[src/rtl/loader_pkg.sv]
// Shared constants and state encoding for the byte-to-128-bit loader.
package loader_pkg;

    localparam int BYTE_W    = 8;
    localparam int NUM_BYTES = 16;
    localparam int IDX_W     = 4;
    localparam int VEC_W     = BYTE_W * NUM_BYTES;

    localparam logic [1:0] ST_IDLE   = 2'd0;
    localparam logic [1:0] ST_FILL   = 2'd1;
    localparam logic [1:0] ST_COMMIT = 2'd2;

endpackage

[src/rtl/byte_to_128bit_loader_decode.sv]
// One-hot byte-lane write enable, gated by the write-accept condition.
module byte_lane_decode
    import loader_pkg::*;
(
    input  logic                 en,
    input  logic [IDX_W-1:0]     idx,
    output logic [NUM_BYTES-1:0] lane_en
);

    always_comb begin
        lane_en = '0;
        if (en) begin
            lane_en[idx] = 1'b1;
        end
    end

endmodule

[src/rtl/byte_to_128bit_loader.sv]
// Accumulates byte writes in a shadow vector and commits it atomically
// to a registered 128-bit output.
module byte_to_128bit_loader
    import loader_pkg::*;
#(
    parameter int AUTO_COMMIT = 1
) (
    input  logic                 iClk,
    input  logic                 iRst_n,
    input  logic                 iClear,
    input  logic                 iWrEn,
    input  logic                 iIdxMode,
    input  logic [IDX_W-1:0]     ivIdx,
    input  logic [BYTE_W-1:0]    ivByte,
    input  logic                 iCommit,
    output logic [VEC_W-1:0]     ovSignals,
    output logic                 oUpdate,
    output logic [NUM_BYTES-1:0] ovByteMask,
    output logic                 oBusy,
    output logic                 oOverrun
);

    localparam logic AUTO = (AUTO_COMMIT != 0);

    logic [1:0]           state;
    logic [IDX_W-1:0]     ptr;
    logic [VEC_W-1:0]     shadow;
    logic [NUM_BYTES-1:0] mask;

    logic                 accept;
    logic [IDX_W-1:0]     target;
    logic [NUM_BYTES-1:0] lane_en;
    logic [NUM_BYTES-1:0] mask_set;
    logic                 trigger;

    assign accept   = iWrEn && !iClear && (state != ST_COMMIT);
    assign target   = iIdxMode ? ivIdx : ptr;
    assign mask_set = mask | lane_en;
    // A same-cycle write is already folded into mask_set and the shadow.
    assign trigger  = (state == ST_FILL)
                    && (iCommit || (AUTO && (&mask_set)));

    byte_lane_decode u_decode (
        .en      (accept),
        .idx     (target),
        .lane_en (lane_en)
    );

    always_ff @(posedge iClk or negedge iRst_n) begin
        if (!iRst_n) begin
            shadow <= '0;
        end else begin
            for (int i = 0; i < NUM_BYTES; i++) begin
                if (lane_en[i]) begin
                    shadow[i*BYTE_W +: BYTE_W] <= ivByte;
                end
            end
        end
    end

    always_ff @(posedge iClk or negedge iRst_n) begin
        if (!iRst_n) begin
            state     <= ST_IDLE;
            ptr       <= '0;
            mask      <= '0;
            ovSignals <= '0;
            oUpdate   <= 1'b0;
            oOverrun  <= 1'b0;
        end else begin
            oUpdate <= 1'b0;
            if (iClear) begin
                state    <= ST_IDLE;
                ptr      <= '0;
                mask     <= '0;
                oOverrun <= 1'b0;
            end else begin
                case (state)
                    ST_IDLE: begin
                        if (accept) begin
                            mask  <= mask_set;
                            ptr   <= target + IDX_W'(1);
                            state <= ST_FILL;
                        end
                    end
                    ST_FILL: begin
                        if (accept) begin
                            mask <= mask_set;
                            ptr  <= target + IDX_W'(1);
                        end
                        if (trigger) begin
                            state <= ST_COMMIT;
                        end
                    end
                    ST_COMMIT: begin
                        if (iWrEn) begin
                            oOverrun <= 1'b1;
                        end
                        ovSignals <= shadow;
                        oUpdate   <= 1'b1;
                        mask      <= '0;
                        ptr       <= '0;
                        state     <= ST_IDLE;
                    end
                    default: begin
                        state <= ST_IDLE;
                    end
                endcase
            end
        end
    end

    assign ovByteMask = mask;
    assign oBusy      = (state != ST_IDLE);

endmodule
[config.mk]
export PLATFORM = sky130hd
export DESIGN_NAME = byte_to_128bit_loader
export DESIGN_NICKNAME = d
export VERILOG_FILES = /design/src/rtl/loader_pkg.sv /design/src/rtl/byte_to_128bit_loader_decode.sv /design/src/rtl/byte_to_128bit_loader.sv
export SDC_FILE = /design/constraint.sdc
export NUM_CORES = 1
export LEC_CHECK = 0
export ABC_AREA = 0
export ABC_CLOCK_PERIOD_IN_PS = 2650
export BUFFER_PORTS_ARGS = -buffer_cell sky130_fd_sc_hd__buf_2
export CORE_ASPECT_RATIO = 0.7
export CORE_MARGIN = 5
export CORE_UTILIZATION = 57
export CTS_BUF_LIST = sky130_fd_sc_hd__clkbuf_16
export CTS_CLUSTER_SIZE = 25
export DETAILED_ROUTE_END_ITERATION = 16
export PLACE_DENSITY = 0.87
export SYNTH_ARGS = -nofsm -noshare
export SYNTH_HDL_FRONTEND = slang
export SYNTH_SLANG_ARGS = --single-unit
[constraint.sdc]
create_clock -name iClk -period 2.65 [get_ports iClk]
set_input_delay 0.265 -clock iClk [delete_from_list [all_inputs] [get_ports iClk]]
set_output_delay 0.265 -clock iClk [all_outputs]
set_load 0.005 [all_outputs]
==> summary.txt, run 1 <==
Timing
  • Final setup viols: 0
  • Total negative slack: 0 ns
  • Final worst path period need: between 2 and 2.5 ns
  • Final Cycle Share: between 90 and 100%
  • FMAX: 0.413 GHz
  • Relative slew slack: between 50% and 60%
  • RSZ-0062 raised after global routing: false
  • Final hold vios: 0
  • Worst Tran Pin Value: between 0.7 and 0.8 ns
  • Final setup skew: roughly 0.012 ns
  • Max-slew violations: 0

Layout
  • Final nets: 920
  • Fill cells: about 1,300
  • Finished Layout Cells: between 1,000 and 1,500
  • Area grow syn2layout: 18.7%
  • Reg area: approximately 7000 um^2
  • Fin area: approximately 13,000 um^2
  • Number of diodes: 0
  • Share of layout cells above drive strength 1: a little under three fifths
  • Multi-input logic area: approximately 3700 um^2

GRT
  • Largest net degree at the start of global routing: 74
  • Grt ovf: 0
  • Vias in the first global route: slightly above 7,000
  • Initial antenna violation count: 0
  • Global Route Usage Sum: between 20 and 25%
  • First-pass GRT wire length: approximately 41 mm

Setup path
  • Arrival @ worst endpoint: approximately 2.8 ns
  • Crit Path Max Fanout: 4
  • Buf+Inv Stages, Crit Path: 1
  • Max incr delay on CP: slightly above 0.4 ns
  • CP cell instances: mux2i_1, ha_1, inv_1, a2111o_1, a22o_1, a221oi_2, nand4_1, a22o_1
  • CP max stage cell: a2111o_1
  • CP delay by family, top: compound AO/OA/AOI/OAI gates
  • Critical Path Sink Type: register
  • Crit path kind: reg2reg
  • Most prevalent standard cell on the critical path: a22o_1
  • Data required time of the worst path: around 3.1 ns
  • CP Launch Type: register

Job
  • MaxCap Viol Count: 0

Placed design
  • Placed Instances: 1,110
  • Port Buffers: around 160
  • Global placer's final weighted congestion: roughly 0.9
  • Placement Cell Area: between 10,000 and 15,000 um^2
  • HPWL after DPL: around 17 mm

CTS
  • Clock root cell: clkbuf_16
  • Clk slew on worst S/H paths: roughly 0.070 ns
  • Htree depth: 1
  • Clock Latency Late Sink: ~0.52 ns
  • Postcts setup bufs: 0
  • TritonCTS clock tree: built
  • Total CTS buffers: 26
  • Clk sink count: 280
  • Clk buf depth: 3

Drt
  • Starting DRT DRC Count: 442
  • Final WL: between 20 and 30 mm
  • Post-DR wirelength/cell: 21.9 um
  • Post-route ant nets: 0
  • DRC: 0
  • Via count: 6,509
  • Vias per std cell: between 5 and 6
  • TritonRoute pass-1 iters: 4

Logic synthesis
  • Post-Syn Area per Cell: around 16 um^2
  • Top_reg_cell synth: dfrtp_1
  • Cells after Synth: 709
  • Synth cell types: 40
  • Area of the mapped netlist: 11,000 um^2
  • Sequential element share of the synthesized area: a little under two thirds
  • Post-synth ARST share: 100%
  • Top cell types by occurrence after synthesis: dfrtp_1, mux2_2, nor2_1, inv_1, clkbuf_1
  • Synth top area share: a little under two thirds
  • Largest cells by area after synthesis: dfrtp_1, mux2_2, nor2_1
  • EDFF count, synth: 0
  • Synth Register Bits: 280
  • Synth Warn #: 0
  • Top-count cell post-synth: dfrtp_1
  • Syn_nets: roughly 730
  • Synth area leader: dfrtp_1

Power
  • Leakage: 6.77 nW
  • Max IR drop VDD: 0.514 mV
  • Power Density: between 800 and 900 nW/um^2

Floorplanning
  • Core area: approximately 19,000 um^2
  • Starting density of the core: around three fifths
  • I/O Pins: 165
  • Full die area: between 20,000 and 25,000 um^2
  • Die X: around 180 um
  • Die height: around 130 um
  • Std-Cell Rows: 42

Min path
  • Hold Crit Class: in2reg

Outcome
  • Outcome: finished clean
[per-stage QoR]
stage	hold WS, ns	power, mW	utilization, %	worst slack (ns)
2_1_floorplan	-0.0306	6.32	-	0.0996
3_3_place_gp	0.269	7.02	64.7	0.302
3_5_place_dp	0.276	7.13	64.7	0.225
4_1_cts	0.0392	10.7	69.0	0.262
5_1_grt	0.0888	11.1	69.0	0.0343
6_report	0.0668	10.6	69.0	0.228
[metal layers]
metal | global-route usage (%) | part of all wire, %
met1 | 33.3 | 46
met2 | 38.1 | 48
met3 | 4.01 | 4.6
met4 | 4.63 | 1.4
met5 | 0 | 0
[cells in the final DEF (no fill, tap or decap), drive strengths merged, types with 6 or more instances in the layout]
cell       n
clkinv     6
o2111ai    8
nand4      7
mux2     256
nand2      8
nand2b     9
nor2      36
buf      196
clkbuf    27
inv       24
dfrtp    280
a21oi      8
[where the power goes]
| part | switching [mW] | internal, mW | total [mW] |
|---|---|---|---|
| combinational | 0.631 | 0.894 | 1.52 |
| clock | 1.51 | 2.01 | 3.52 |
| sequential | 0.453 | 5.09 | 5.54 |
[registers in the layout, indices dropped and copies added, names as in the netlist]
| signal | count |
|---|---|
| oOverrun | 1 |
| oUpdate | 1 |
| ovByteMask | 16 |
| ovSignals | 128 |
| ptr | 4 |
| shadow | 128 |
| state | 2 |
[worst register-to-register path: stages (launching register included)]
cell and delay [ns]:
dfrtp_1 0.38, mux2i_1 0.26, ha_1 0.36, inv_1 0.09
a2111o_1 0.41, a22o_1 0.22, a221oi_2 0.19, nand4_1 0.17
a22o_1 0.23
[kinds of logic after synthesis]
kind of cell             synth area share, %
flip-flops                              63.7
multiplexers                            26.6
buffers and inverters                   2.46
AO/OA/AOI/OAI                           2.72
AND/OR/NAND/NOR                         3.88
adder cells (fa/ha/maj)                0.455
XOR/XNOR                               0.159
[path summary, 6_finish.rpt]
kind	slack [ns]	startpoint	endpoint	cells after the start
setup / recovery	0.23	ptr[1]$_DFFE_PN0P_	state[0]$_DFFE_PN0P_	8
hold / removal	0.07	iClear	oOverrun$_DFFE_PN0P_	2
setup reg to reg	0.23	ptr[1]$_DFFE_PN0P_	state[0]$_DFFE_PN0P_	8
hold reg to reg	0.50	shadow[94]$_DFFE_PN0P_	ovSignals[94]$_DFFE_PN0P_	1
max in group asynchronous	1.63	iRst_n	shadow[6]$_DFFE_PN0P_	3
min in group asynchronous	0.30	iRst_n	ovSignals[22]$_DFFE_PN0P_	2
[final cells by class]
cell class                 count  area share (%)
clock buffer                  27            5.18
clock inverter                14           0.844
inverter                      19           0.546
multi-input combinational    373            28.5
sequential                   280            53.7
tap                          242            2.32
timing repair buffer         198            8.93
[timing repair]
| action | in CTS | in global routing |
|---|---|---|
| endpoints found under the hold margin | 68 | 0 |
| hold buffers | 2 | 0 |
| resized for setup | 0 | 0 |
(Power assumes the default switching activity.)
==> run 2: changes to the inputs <==
- ABC_AREA: 0 -> 1
- CORE_UTILIZATION: 57 -> 56
- PLACE_DENSITY: 0.87 -> 0.86
==> summary.txt, run 2 <==
Drt
  • Via count: around 8,300
  • Starting DRT DRC Count: around 900
  • Vias per std cell: ~5.4
  • Post-DR wirelength/cell: ~17 um
  • DRC: 0
  • Post-route ant nets: 0
  • Final WL: 26.1 mm
  • TritonRoute pass-1 iters: 6

Min path
  • Worst hold start: iWrEn
  • Hold Crit Class: in2reg

Timing
  • Final setup viols: 0
  • Relative slew slack: approximately 46%
  • RSZ-0062 raised after global routing: false
  • Final hold vios: 0
  • Worst Tran Pin Value: roughly 0.80 ns
  • Setup WS post-layout: ~0.56 ns
  • Total negative slack: 0 ns
  • Final setup skew: between 0.01 and 0.015 ns
  • FMAX: 0.478 GHz
  • Max-slew violations: 0
  • Final Cycle Share: around 79%
  • Final worst path period need: ~2.1 ns

Logic synthesis
  • Largest family of logic cells by synthesized area: simple AND/OR/NAND/NOR gates
  • Syn_nets: between 1,000 and 1,500
  • Top-count cell post-synth: nand2_1
  • Post-synth ARST share: 100%
  • Post-synthesis simple-gate area fraction: 19.8%
  • Area of the mapped netlist: ~11,000 um^2
  • EDFF count, synth: 0
  • Adder and majority gate portion of the synthesized area: 0.469%
  • Xor/xnor share of the synthesized area: less than 1%
  • Synth cell types: 24
  • Top_reg_cell synth: dfrtp_1
  • Synth area leader: dfrtp_1
  • Sequential element share of the synthesized area: 65.6%
  • Largest cells by area after synthesis: dfrtp_1, nand2_1, o21ai_0
  • Synth Warn #: 0
  • Compound-gate portion of the synthesized area: under 10%
  • Synth top area share: approximately 66%
  • Cells after Synth: roughly 1,100
  • Top cell types by occurrence after synthesis: nand2_1, dfrtp_1, o21ai_0, inv_1, nor2_1
  • Post-Syn Area per Cell: about 9.4 um^2
  • Synth Register Bits: 280
  • Mux contribution to synthesized area: 0%

Setup path
  • Critical Path Sink Type: register
  • Most prevalent standard cell on the critical path: nand2_1
  • CP Launch Type: register
  • CP cell instances: o21ai_0, inv_1, ha_1, nand3_2, nor2_4, nor2_1, nor2_1, nand2_1, nor2_1, nand2_1, nand2_1, nand2_1, nor2_2
  • CP max stage cell: nor2_4
  • CP delay by family, top: simple AND/OR/NAND/NOR gates
  • Buf+Inv Stages, Crit Path: 1
  • RR Startpoint: ptr[0]$_DFFE_PN0P_
  • Max incr delay on CP: between 0.3 and 0.4 ns
  • Crit Path Max Fanout: 17
  • Arrival @ worst endpoint: about 2.5 ns
  • Crit path kind: reg2reg
  • Worst Setup SP: ptr[0]$_DFFE_PN0P_
  • Data required time of the worst path: 3.10 ns

Layout
  • Reg area: 7010 um^2
  • Share of layout cells above drive strength 1: 18.4%
  • Area grow syn2layout: 18.3%
  • Fill cells: between 1,000 and 1,500
  • Most frequent cells in the layout: nand2_1, dfrtp_1, o21ai_0, buf_2, inv_1
  • Final nets: about 1,300
  • Number of diodes: 0
  • Multi-input logic area: around 3200 um^2
  • Leading cell type in the layout, fill and taps excluded: nand2_1

Floorplanning
  • Die height: around 130 um
  • Starting density of the core: a little under three fifths
  • Full die area: 22,000 um^2
  • Std-Cell Rows: between 40 and 50
  • I/O Pins: roughly 170
  • Die X: between 150 and 200 um
  • Core area: 18,800 um^2

GRT
  • Vias in the first global route: between 8,000 and 9,000
  • Initial antenna violation count: 0
  • Largest net degree at the start of global routing: 86
  • First-pass GRT wire length: 42.6 mm
  • Grt ovf: 0
  • Global Route Usage Sum: between 20% and 30%

Job
  • MaxCap Viol Count: 0

Outcome
  • Outcome: finished clean

Power
  • Power Density: between 900 and 1000 nW/um^2
  • Leakage: about 6.8 nW
  • Max IR drop VDD: approximately 0.46 mV

Placed design
  • HPWL after DPL: 17.6 mm
  • DP Worst Slack: a little over 0.3 ns
  • Global placer's final weighted congestion: 0.876
  • Port Buffers: 164

CTS
  • Postcts setup bufs: 0
  • TritonCTS clock tree: built
  • Clk sink count: between 200 and 300
  • Clock Latency Late Sink: around 0.51 ns
  • Htree depth: 1
  • Clk buf depth: 3
  • Clock root cell: clkbuf_16
  • CTS resizes: 0
  • Clk slew on worst S/H paths: approximately 0.07 ns
  • Total CTS buffers: 25
## run 2: power by group
| part | internal (mW) | leakage [nW] | switching (mW) |
|---|---|---|---|
| Combinational | 0.937 | 2.84 | 1.19 |
| Sequential | 5.45 | 3.50 | 0.642 |
| Clock | 2.20 | 0.432 | 1.53 |
| Total | 8.59 | 6.77 | 3.36 |
## run 2: cells by family after synthesis
| kind of cell | count (synthesis) |
|---|---|
| flip-flops | 280 |
| AND/OR/NAND/NOR | 527 |
| AO/OA/AOI/OAI | 192 |
| XOR/XNOR | 2 |
| adder cells (fa/ha/maj) | 4 |
| buffers and inverters | 134 |
## run 2: area by class of cell
type                    instances  share of cell area [%]
clock buffers                  25                    4.95
clock inverters                20                    1.74
inverters                      81                    2.43
multi-input cells             725                    25.0
flip-flops and latches        280                    55.5
well taps                     242                    2.40
repair buffers                181                    8.02
## run 2: per-layer routing
metal | share of wire [%] | vias up | global-route usage, %
met2 | 47 | 326 | 38.3
met4 | 1.7 | 0 | 4.89
met1 | 43 | 4097 | 34.5
met3 | 7.9 | 40 | 5.25
li1 | - | 3869 | -
met5 | 0 | - | 0
## run 2: worst min-delay path: stages
cell and delay [ns]:
buf_2 0.09, nand2_1 0.08, nand2_1 0.07
## run 2: stage by stage
| step | total power, mW | util, % | hold WS [ns] | instance area (um^2) | instances |
|---|---|---|---|---|---|
| finish | 12.0 | 67.2 | 0.0373 | 12600 | 1554 |
| global route | 12.6 | 67.2 | 0.0726 | 12600 | 1554 |
| CTS | 12.0 | 67.2 | 0.00207 | 12600 | 1554 |
| detailed placement | 8.29 | 62.5 | 0.302 | 11800 | 1507 |
| global placement | 8.13 | 62.5 | 0.304 | 11800 | 1507 |
| floorplan | 7.07 | - | -0.0306 | 10700 | 1139 |
## run 2: path summary, 6_finish.rpt
kind,endpoint,slack [ns],depth (start not counted)
worst max-delay path,state[1]$_DFFE_PN0P_,0.56,13
worst min-delay path,state[0]$_DFFE_PN0P_,0.04,3
worst max register to register,state[1]$_DFFE_PN0P_,0.56,13
worst min register to register,ovSignals[25]$_DFFE_PN0P_,0.47,2
max in group asynchronous,shadow[65]$_DFFE_PN0P_,1.47,3
min in group asynchronous,ovSignals[116]$_DFFE_PN0P_,0.33,2
## run 2: timing repair
action,CTS,global route
hold endpoints to repair,80,0
hold buffers,2,0
setup endpoints to repair,0,0
